## src/rtl/game_pkg.sv

```systemverilog
// Shared constants for the Jack-Frost game blocks: PS/2 set-2 scan codes,
// vertical motion states, and bit positions inside blue_state.
package game_pkg;

  localparam logic [7:0] KEY_W     = 8'h1D;
  localparam logic [7:0] KEY_A     = 8'h1C;
  localparam logic [7:0] KEY_D     = 8'h23;
  localparam logic [7:0] KEY_BREAK = 8'hF0;
  localparam logic [7:0] KEY_EXT   = 8'hE0;

  typedef enum logic [1:0] {
    GROUND = 2'd0,
    RISE   = 2'd1,
    FALL   = 2'd2
  } vstate_t;

  localparam int BS_FACING = 0;
  localparam int BS_AIR    = 1;
  localparam int BS_MOVING = 2;

endpackage

```

## src/rtl/ps2_key_tracker.sv

```systemverilog
// Held-key tracker fed by the ps2_keyboard byte FIFO.
// Pops one byte per key_valid, follows F0 (break) prefixes, skips E0,
// keeps held bits for W/A/D and latches a jump request on a fresh W make.
// The request is consumed by the next frame_tick; a make arriving in the
// same cycle as the tick survives so that it feeds the following tick.
module ps2_key_tracker
  import game_pkg::*;
(
  input  logic       clk,
  input  logic       reset,
  input  logic       key_valid,
  input  logic [7:0] key_code,
  input  logic       frame_tick,
  output logic       key_rd,
  output logic       held_a,
  output logic       held_d,
  output logic       jump_req
);

  logic brk;
  logic held_w;
  logic pop;

  // A byte is taken only when the previous pop strobe is not still high,
  // which stops the same FIFO entry being consumed twice.
  assign pop = key_valid && !key_rd;

  // Pop handshake, break flag, held bits and jump request latch.
  always_ff @(posedge clk) begin
    if (reset) begin
      key_rd   <= 1'b0;
      brk      <= 1'b0;
      held_w   <= 1'b0;
      held_a   <= 1'b0;
      held_d   <= 1'b0;
      jump_req <= 1'b0;
    end else begin
      key_rd <= pop;
      if (frame_tick) jump_req <= 1'b0;
      if (pop) begin
        case (key_code)
          KEY_BREAK: brk <= 1'b1;
          KEY_EXT:   ;
          KEY_W: begin
            brk <= 1'b0;
            if (brk) begin
              held_w <= 1'b0;
            end else begin
              held_w <= 1'b1;
              // Typematic repeats arrive while W is already held.
              if (!held_w) jump_req <= 1'b1;
            end
          end
          KEY_A: begin
            brk    <= 1'b0;
            held_a <= !brk;
          end
          KEY_D: begin
            brk    <= 1'b0;
            held_d <= !brk;
          end
          default: brk <= 1'b0;
        endcase
      end
    end
  end

endmodule

```

## src/rtl/player_motion.sv

```systemverilog
// Player movement engine: held-key tracking, bounded horizontal motion and
// a frame-tick jump/gravity state machine driving x/y and blue_state.
// Optional feature macro: PLAYER_DOUBLE_JUMP_EN (one extra mid-air jump,
// re-armed on landing). Without it airborne jump requests are dropped.
module player_motion
  import game_pkg::*;
#(
  parameter int X_W      = 10,
  parameter int Y_W      = 9,
  parameter int V_W      = 5,
  parameter int X_INIT   = 0,
  parameter int X_MAX    = 504,
  parameter int Y_GROUND = 333,
  parameter int SPEED    = 2,
  parameter int JUMP_V   = 9,
  parameter int GRAVITY  = 1,
  parameter int V_MAX    = 10
) (
  input  logic           clk,
  input  logic           reset,
  input  logic           key_valid,
  input  logic [7:0]     key_code,
  output logic           key_rd,
  input  logic           frame_tick,
  output logic [X_W-1:0] x_pos,
  output logic [Y_W-1:0] y_pos,
  output logic [2:0]     blue_state,
  output logic           landed,
  output logic           jumped
);

  // Constants sized one bit wider than the coordinates so that the
  // arithmetic below can see borrow/overflow before clamping.
  localparam logic [X_W:0]        SPD_W   = (X_W+1)'(SPEED);
  localparam logic [X_W:0]        XMAX_W  = (X_W+1)'(X_MAX);
  localparam logic [X_W-1:0]      XINIT   = X_W'(X_INIT);
  localparam logic [Y_W:0]        YG_W    = (Y_W+1)'(Y_GROUND);
  localparam logic signed [V_W-1:0] JUMP_S  = V_W'(JUMP_V);
  localparam logic signed [V_W:0]   GRAV_S1 = (V_W+1)'(GRAVITY);
  localparam logic signed [V_W:0]   VMAX_S1 = (V_W+1)'(V_MAX);

  logic held_a, held_d, jump_req;

  ps2_key_tracker u_keys (
    .clk        (clk),
    .reset      (reset),
    .key_valid  (key_valid),
    .key_code   (key_code),
    .frame_tick (frame_tick),
    .key_rd     (key_rd),
    .held_a     (held_a),
    .held_d     (held_d),
    .jump_req   (jump_req)
  );

  vstate_t                vstate, vs_n;
  logic signed [V_W-1:0]  vy, vy_n;
  logic                   facing, facing_n, moving;
  logic [X_W-1:0]         x_n;
  logic [Y_W-1:0]         y_n;
  logic                   land_n, jump_n;

  logic [X_W:0]           x_left, x_right;
  logic [Y_W:0]           y_up, y_dn;
  logic signed [V_W:0]    vy_dec1, vy_inc1;
  logic signed [V_W-1:0]  vy_fall;

`ifdef PLAYER_DOUBLE_JUMP_EN
  logic dj_armed, dj_n;
`endif

  // Horizontal step: held A or D alone moves and turns, both/neither holds.
  always_comb begin
    x_left   = {1'b0, x_pos} - SPD_W;
    x_right  = {1'b0, x_pos} + SPD_W;
    x_n      = x_pos;
    facing_n = facing;
    if (held_a && !held_d) begin
      x_n      = x_left[X_W] ? '0 : x_left[X_W-1:0];
      facing_n = 1'b0;
    end else if (held_d && !held_a) begin
      x_n      = (x_right > XMAX_W) ? XMAX_W[X_W-1:0] : x_right[X_W-1:0];
      facing_n = 1'b1;
    end
  end

  // Vertical next state: rise decelerates, fall accelerates up to V_MAX.
  always_comb begin
    vs_n    = vstate;
    vy_n    = vy;
    y_n     = y_pos;
    land_n  = 1'b0;
    jump_n  = 1'b0;
    vy_dec1 = {vy[V_W-1], vy} - GRAV_S1;
    vy_inc1 = {vy[V_W-1], vy} + GRAV_S1;
    vy_fall = (vy_inc1 > VMAX_S1) ? VMAX_S1[V_W-1:0] : vy_inc1[V_W-1:0];
    y_up    = {1'b0, y_pos} - {{(Y_W+1-V_W){1'b0}}, vy};
    y_dn    = {1'b0, y_pos} + {{(Y_W+1-V_W){1'b0}}, vy_fall};
`ifdef PLAYER_DOUBLE_JUMP_EN
    dj_n    = dj_armed;
`endif
    case (vstate)
      GROUND: begin
        if (jump_req) begin
          vs_n   = RISE;
          vy_n   = JUMP_S;
          jump_n = 1'b1;
        end
      end
      RISE: begin
        if (y_up[Y_W]) begin
          // Would pass the top of the screen: pin to 0 and start falling.
          y_n  = '0;
          vy_n = '0;
          vs_n = FALL;
        end else begin
          y_n = y_up[Y_W-1:0];
          if (vy_dec1[V_W] || vy_dec1 == '0) begin
            vy_n = '0;
            vs_n = FALL;
          end else begin
            vy_n = vy_dec1[V_W-1:0];
          end
        end
      end
      FALL: begin
        vy_n = vy_fall;
        if (y_dn >= YG_W) begin
          y_n    = YG_W[Y_W-1:0];
          vy_n   = '0;
          vs_n   = GROUND;
          land_n = 1'b1;
`ifdef PLAYER_DOUBLE_JUMP_EN
          dj_n   = 1'b1;
`endif
        end else begin
          y_n = y_dn[Y_W-1:0];
        end
      end
      default: begin
        vs_n = GROUND;
        vy_n = '0;
      end
    endcase
`ifdef PLAYER_DOUBLE_JUMP_EN
    // Mid-air jump replaces this tick's physics step with a fresh takeoff.
    if (vstate != GROUND && jump_req && dj_armed) begin
      vs_n   = RISE;
      vy_n   = JUMP_S;
      y_n    = y_pos;
      land_n = 1'b0;
      jump_n = 1'b1;
      dj_n   = 1'b0;
    end
`endif
  end

  // Physics registers advance on frame_tick; pulses last one cycle.
  always_ff @(posedge clk) begin
    if (reset) begin
      x_pos    <= XINIT;
      y_pos    <= YG_W[Y_W-1:0];
      vy       <= '0;
      vstate   <= GROUND;
      facing   <= 1'b1;
      moving   <= 1'b0;
      landed   <= 1'b0;
      jumped   <= 1'b0;
`ifdef PLAYER_DOUBLE_JUMP_EN
      dj_armed <= 1'b1;
`endif
    end else begin
      landed <= frame_tick && land_n;
      jumped <= frame_tick && jump_n;
      if (frame_tick) begin
        x_pos    <= x_n;
        facing   <= facing_n;
        moving   <= (x_n != x_pos);
        y_pos    <= y_n;
        vy       <= vy_n;
        vstate   <= vs_n;
`ifdef PLAYER_DOUBLE_JUMP_EN
        dj_armed <= dj_n;
`endif
      end
    end
  end

  assign blue_state[BS_FACING] = facing;
  assign blue_state[BS_AIR]    = (vstate != GROUND);
  assign blue_state[BS_MOVING] = moving;

endmodule

```

## config.mk

```make
export PLATFORM = sky130hd
export DESIGN_NAME = player_motion
export DESIGN_NICKNAME = d
export VERILOG_FILES = /design/src/rtl/game_pkg.sv /design/src/rtl/ps2_key_tracker.sv /design/src/rtl/player_motion.sv
export SDC_FILE = /design/constraint.sdc
export NUM_CORES = 1
export LEC_CHECK = 0
export ABC_AREA = 1
export ABC_CLOCK_PERIOD_IN_PS = 8500
export CAP_MARGIN = 0
export CORE_MARGIN = 8
export CORE_UTILIZATION = 62
export DETAILED_ROUTE_END_ITERATION = 12
export GPL_ROUTABILITY_DRIVEN = 0
export PLACE_DENSITY = 0.93
export SETUP_SLACK_MARGIN = 0.5
export SLEW_MARGIN = 25
export SYNTH_ARGS = -nofsm -noshare
export SYNTH_HDL_FRONTEND = slang
export SYNTH_SLANG_ARGS = --single-unit
```

## constraint.sdc

```tcl
create_clock -name clk -period 8.5 [get_ports clk]
set_input_delay 1.7 -clock clk [delete_from_list [all_inputs] [get_ports clk]]
set_output_delay 1.7 -clock clk [all_outputs]
set_load 0.02 [all_outputs]
```

# After elaboration in Yosys (flattened, before gate mapping)

Index checks and enable logic that the tools add are counted.

Flip-flop bits (word level): 36
Input port bits: 12
Output and inout port bits: 25
Logic and storage cells: 89

$add $sub $neg: 6
Order comparisons: 3
Eq/ne operators: 11
Mux-type cells: 31
Bitwise gates (word level): 1
Reduce and logical (&&, ||, !) cells: 23

Operators with widths:

| operator                                                       | number |
|---|---|
| two-way mux 10 bit                                             | 4 |
| two-way mux 5 bit                                              | 5 |
| two-way mux 9 bit                                              | 2 |
| one-hot mux 9 bit (2 select lines)                             | 1 |
| equality test 8 x 5 -> 1 bit, second input constant            | 2 |
| equality test 8 bit, second input constant                     | 2 |
| one-hot mux 5 bit (3 select lines)                             | 1 |
| AND reduction 2 bit                                            | 7 |
| two-way mux 1 bit                                              | 12 |
| adder 10 x 2 -> 11 bit, second input constant                  | 1 |
| greater-than comparator 11 x 9 -> 1 bit, second input constant | 1 |
| subtractor 10 x 2 -> 11 bit, second input constant             | 1 |
| adder 9 x 5 -> 10 bit                                          | 1 |
| >= comparator 10 x 9 -> 1 bit, second input constant           | 1 |
| != test 10 bit                                                 | 1 |
| subtractor 9 x 5 -> 10 bit                                     | 1 |
| equality test 8 x 6 -> 1 bit, second input constant            | 1 |
| two-way mux 2 bit                                              | 4 |
| adder 5 x 2 -> 6 bit, second input constant                    | 1 |
| greater-than comparator 6 x 5 -> 1 bit, second input constant  | 1 |
| zero test 6 bit                                                | 1 |
| one-hot mux 2 bit (3 select lines)                             | 1 |
| nonzero test 2 bit                                             | 3 |
| subtractor 5 x 2 -> 6 bit, second input constant               | 1 |
| other kinds (12)                                               | 19 |

# Longest topological paths before layout

Depth in word-level cells: 8
Depth in mapped cells: 27
Mapped depth without buffers: 27

# Cells and area by module

Synthesis repeated with hierarchy kept, for this count alone.

Cells, all modules: 561
Area, all modules: 3403.3 µm²

Modules (own cells, without submodules):

| module          | instances | cells an instance | area an instance (µm²) | seq. area each (µm²) |
|---|---|---|---|---|
| player_motion   | 1         | 503               | 3032.9                 | 600.6 |
| ps2_key_tracker | 1         | 58                | 370.4                  | 120.1 |

# Least setup slack after synthesis

Ideal clock, no wire load.

Kind: register to register
Start point: register vy[1]
End point: register y_pos[3]
Arrival time: 2.993 ns
Required time: 8.381 ns
Path slack: 5.389 ns
Cell stages (with the launch flop): 24
Buffers on the path: 0
Cell sequence: dfxtp_1 -> inv_1 -> ha_1 -> inv_1 -> nor2_1 -> nor2_1 -> o21ai_0 -> nand2_1 -> inv_1 -> nor2_1 -> ha_1 -> fa_1 -> nand3_1 -> nand3_1 -> xnor2_1 -> nand3_1 -> nand2_1 -> nand2_1 -> nand2_2 -> nand2_2 -> inv_2 -> nand2_4 -> o21ai_0 -> nand2_1

Longest elaborated chain between the ends: 7
Elaborated cells on any way between the ends: 9
Those cells by class: 3 x add/sub; 2 x order compare; 4 x mux

Ends and longest elaborated chain:

| item                                   | line                 | source |
|---|---|---|
| start, declared                        | player_motion.sv:57  | `logic signed [V_W-1:0] vy, vy_n;` |
| start signal, assigned                 | player_motion.sv:180 | `vy <= vy_n;` |
| adder 5 x 2 -> 6 bit                   | player_motion.sv:95  | `vy_inc1 = {vy[V_W-1], vy} + GRAV_S1;` |
| greater-than comparator 6 x 5 -> 1 bit | player_motion.sv:96  | `vy_fall = (vy_inc1 > VMAX_S1) ? VMAX_S1[V_W-1:0] : vy_inc1[V_W-1:0];` |
| two-way mux 5 bit                      | player_motion.sv:96  |  |
| adder 9 x 5 -> 10 bit                  | player_motion.sv:98  | `y_dn = {1'b0, y_pos} + {{(Y_W+1-V_W){1'b0}}, vy_fall};` |
| >= comparator 10 x 9 -> 1 bit          | player_motion.sv:128 | `if (y_dn >= YG_W) begin` |
| two-way mux 9 bit                      | player_motion.sv:128 |  |
| one-hot mux 9 bit (2 select lines) *   | player_motion.sv:102 | `case (vstate)` |
| end signal, assigned                   | player_motion.sv:162 | `y_pos <= YG_W[Y_W-1:0];` |
| end signal, assigned                   | player_motion.sv:179 | `y_pos <= y_n;` |
| end, declared                          | player_motion.sv:26  | `output logic [Y_W-1:0] y_pos,` |

Every way passes the cells marked *; elsewhere a longest branch is shown, timed or not.
A chain may end at the register's enable or synchronous reset.

# Final worst setup path

Start point: register vy[1]
End point: register vstate[1]

Longest elaborated chain between the ends: 7
Elaborated cells on any way between the ends: 14
Those cells by class: 4 x add/sub; 2 x order compare; 2 x eq/ne; 3 x mux; 3 x reduce/logical

Ends and longest elaborated chain:

| item                                   | line                 | source |
|---|---|---|
| adder 5 x 2 -> 6 bit                   | player_motion.sv:95  |  |
| greater-than comparator 6 x 5 -> 1 bit | player_motion.sv:96  |  |
| two-way mux 5 bit                      | player_motion.sv:96  |  |
| adder 9 x 5 -> 10 bit                  | player_motion.sv:98  |  |
| >= comparator 10 x 9 -> 1 bit          | player_motion.sv:128 |  |
| != test 2 bit (no source line)         | n/a                  |  |
| AND reduction 4 bit (no source line)   | n/a                  |  |
| end signal, assigned                   | player_motion.sv:181 | `vstate <= vs_n;` |
| end, declared                          | player_motion.sv:56  | `vstate_t vstate, vs_n;` |

Parallel ways exist; a longest one is shown, timed or not.

==> impl_results.md <==
* Sequential element share of the synthesized area at 21.9%
* Drt via density at ~5.8
* Commonest non-fill, non-tap cell in the layout: nand2_1
* Final setup fails at 0
* Drt first pass iters at 7
* CP required at roughly 8700 ps
* Initial Util at between 60% and 70%
* Grt met1 use at 28.4%
* Total of max-cap violations at 0
* Setup Buffers After CTS at 0
* # DRC at 0
* Worst R2R Setup Slack at between 4000 and 5000 ps
* CTS Sinks at 36
* Min-delay worst type: flip-flop to flip-flop
* Worst path cell trace: inv_1, ha_1, inv_1, nor2_1, nor2_1, o21ai_0, nand2_1, inv_1, nor2_1, ha_1, fa_1, nand3_1, nand3_1, xnor2_1, nand3_1, nand2_1, nand2_1, nand2_2, nand2_2, inv_2, nand2_4, nand3b_1, nand2_1, nor2_1
* Cells after synthesis at about 530
* Routed wire length at approximately 8700 µm
* Arrival time worst endpoint at 3980 ps
* Row count at 26
* Max-slew violations at 0
* Most frequent cells in the layout: 129 x nand2_1, 78 x inv_1, 47 x nor2_1
* Cell variety after synth at 43
* Slowest-stage cell, CP: dfxtp_1
* CP startpoint kind: flip-flop
* Tcrit/Tclk final at between 40% and 50%
* Largest net degree at the start of global routing at 25
* Critical Path Fanout Max at 8
* Clk root buf: clkbuf_8
* CTS tree: built
* Total track usage at a little under a quarter
* Final hold vios at 0
* Total number of H-tree levels at 2
* Number of synthesized flops with an enable pin at 0
* Grt total ovfl at 0
* Synth Net Count at 570
* Worst-Margin Slew at approximately 900 ps
* CTS clk-pin slew, worst paths at ~70 ps
* Core area at ~0.0051 mm²
* Top Ports at 37
* Fin Setup TNS at 0 ps
* Initial antenna violation count at 0
* GR peak layer: met2
* Vias in the first global route at about 3,300
* Worst r2r src: vy[1]
* Crit path capture type: flip-flop
* DP HPWL at 6590 µm
* Number of synthesized register bits at 36
* Syn. warnings at 0
* Worst Hold Path Cells at 1
* Skew-Pair Late Insertion Delay at approximately 290 ps
* Post-synth ARST share at 0%
* CTS Buffer Depth at 2
* PwrDens at about 140 mW/mm²
* VDD IR max at around 99 µV
* Met3 usage at around 5.3%
* Syn avg cell area at 6.19 µm²
* Worst clock skew at roughly 7.5 ps
* Met2 Use GR at between 30 and 40%
* RSZ-0062 raised after global routing: no
* Worst path max stage delay at approximately 520 ps
* Fin worst setup slack at approximately 4700 ps
* Fmax achieved at around 270 MHz
* Post-Syn Area at roughly 0.0033 mm²
* Worst hold start: u_keys.brk
* Total number of vias at about 3,600
* Relative slew slack at between 30% and 40%
* Post-CTS Hold Buffers at 0
* R2R depth at 24
* CTS buffer count at 5
* Worst Hold End: u_keys.held_d
* Fill count at 432
* Fraction of layout cells with a size suffix above 1 at under 10%
* ANT cells at 0
* Starting DRT DRC Count at between 300 and 400
* Die Area at between 0.007 and 0.008 mm²
* Status: finished clean
* Synth Flop Type: dfxtp_1
* Final min period at around 3800 ps
* ANT nets after route at 0
* Die Height at approximately 90 µm
* Die width at between 80 and 90 µm
* DR WL/cell at 13.9 µm
* Crit Path Class: flip-flop to flip-flop
* Reg2reg end: vstate[1]
* Nets at 596
* Layout area overhead at 13.4%
* CP top delay family: simple AND/OR/NAND/NOR gates
* PostCTS Resize Cnt at 0
* Dpl ws at between 4000 and 5000 ps
* Input/output buffers at 36
* Buf/Inv on CP at 4
* Leak Pwr at 1.79 nW
* Global-route wire length before repair at roughly 14,000 µm
-- cells by family after synthesis --
kind of cell	count (synthesis)	synth area share, %
AO/OA/AOI/OAI	94	15.8
AND/OR/NAND/NOR	260	35.4
buffers and inverters	99	12.0
XOR/XNOR	17	4.52
flip-flops	36	21.9
adder cells (fa/ha/maj)	26	10.3
-- how the worst max path moves through the flow --
stage,startpoint,to,slack (ps),cells past startpoint
after floorplan,vy[1],y_pos[3],5390,23
after global placement,vy[1],y_pos[8],4930,23
after detailed placement,frame_tick,vy[3],4800,7
after CTS,vy[1],vstate[0],4800,24
after global routing,vy[1],vstate[1],4300,24
final,vy[1],vstate[1],4730,24
-- Yosys cell counts (3+ instances only) --
cell / number / area [µm²]
ha_1: 24 / 300
or2_2: 3 / 18.8
nand2_2: 4 / 25.0
nand4_1: 14 / 87.6
inv_1: 78 / 293
buf_2: 3 / 15.0
buf_4: 3 / 22.5
nor4_1: 4 / 25.0
nand3b_1: 5 / 37.5
clkbuf_1: 8 / 30.0
inv_2: 4 / 15.0
nand3_2: 4 / 40.0
o21ai_1: 3 / 15.0
a31oi_1: 3 / 18.8
xor2_1: 15 / 131
a21oi_1: 43 / 215
o21ai_0: 33 / 165
nand2_1: 129 / 484
dfxtp_1: 36 / 721
nand3_1: 42 / 210
nor2_1: 47 / 176
-- per-stage QoR --
step / total power, mW / area (µm²) / cells / utilization, % / hold WS [ps]
after detailed placement: 0.385 / 3650 / 621 / 71.5 / 440
after CTS: 0.502 / 3730 / 628 / 73.1 / 449
final: 0.506 / 3730 / 628 / 73.1 / 444
after global routing: 0.535 / 3730 / 628 / 73.1 / 480
after global placement: 0.380 / 3650 / 621 / 71.5 / 414
after floorplan: 0.332 / 3290 / 532 / - / 406
-- flip-flops by register name (all words and copies together), names as in the netlist --
name and count:
u_keys.key_rd 1, u_keys.jump_req 1, facing 1, u_keys.held_a 1, u_keys.brk 1, landed 1
u_keys.held_w 1, jumped 1, moving 1, vstate 2, u_keys.held_d 1, x_pos 10
vy 5, y_pos 9
-- layout make-up --
| cell class | count | area (µm²) | area share, % |
|---|---|---|---|
| clock buffers | 5 | 68.8 | 1.84 |
| clock inverters | 2 | 12.5 | 0.335 |
| inverters | 82 | 308 | 8.25 |
| multi-input cells | 397 | 2170 | 58.3 |
| flip-flops and latches | 36 | 721 | 19.3 |
| well taps | 70 | 87.6 | 2.35 |
| repair buffers | 36 | 360 | 9.65 |
-- per-layer routing --
layer / vias to the layer above / share of wire [%]
li1: 1784 / -
met1: 1625 / 44
met2: 197 / 44
met3: 36 / 9.5
met4: 0 / 2.7
met5: - / 0
-- report_power, final --
part | internal (mW) | switching, mW | leakage, nW
combinational | 0.0715 | 0.120 | 1.45
clock | 0.0555 | 0.0625 | 0.0400
sequential | 0.178 | 0.0179 | 0.293
total | 0.305 | 0.200 | 1.79
Power figures use the tool's default switching activity.
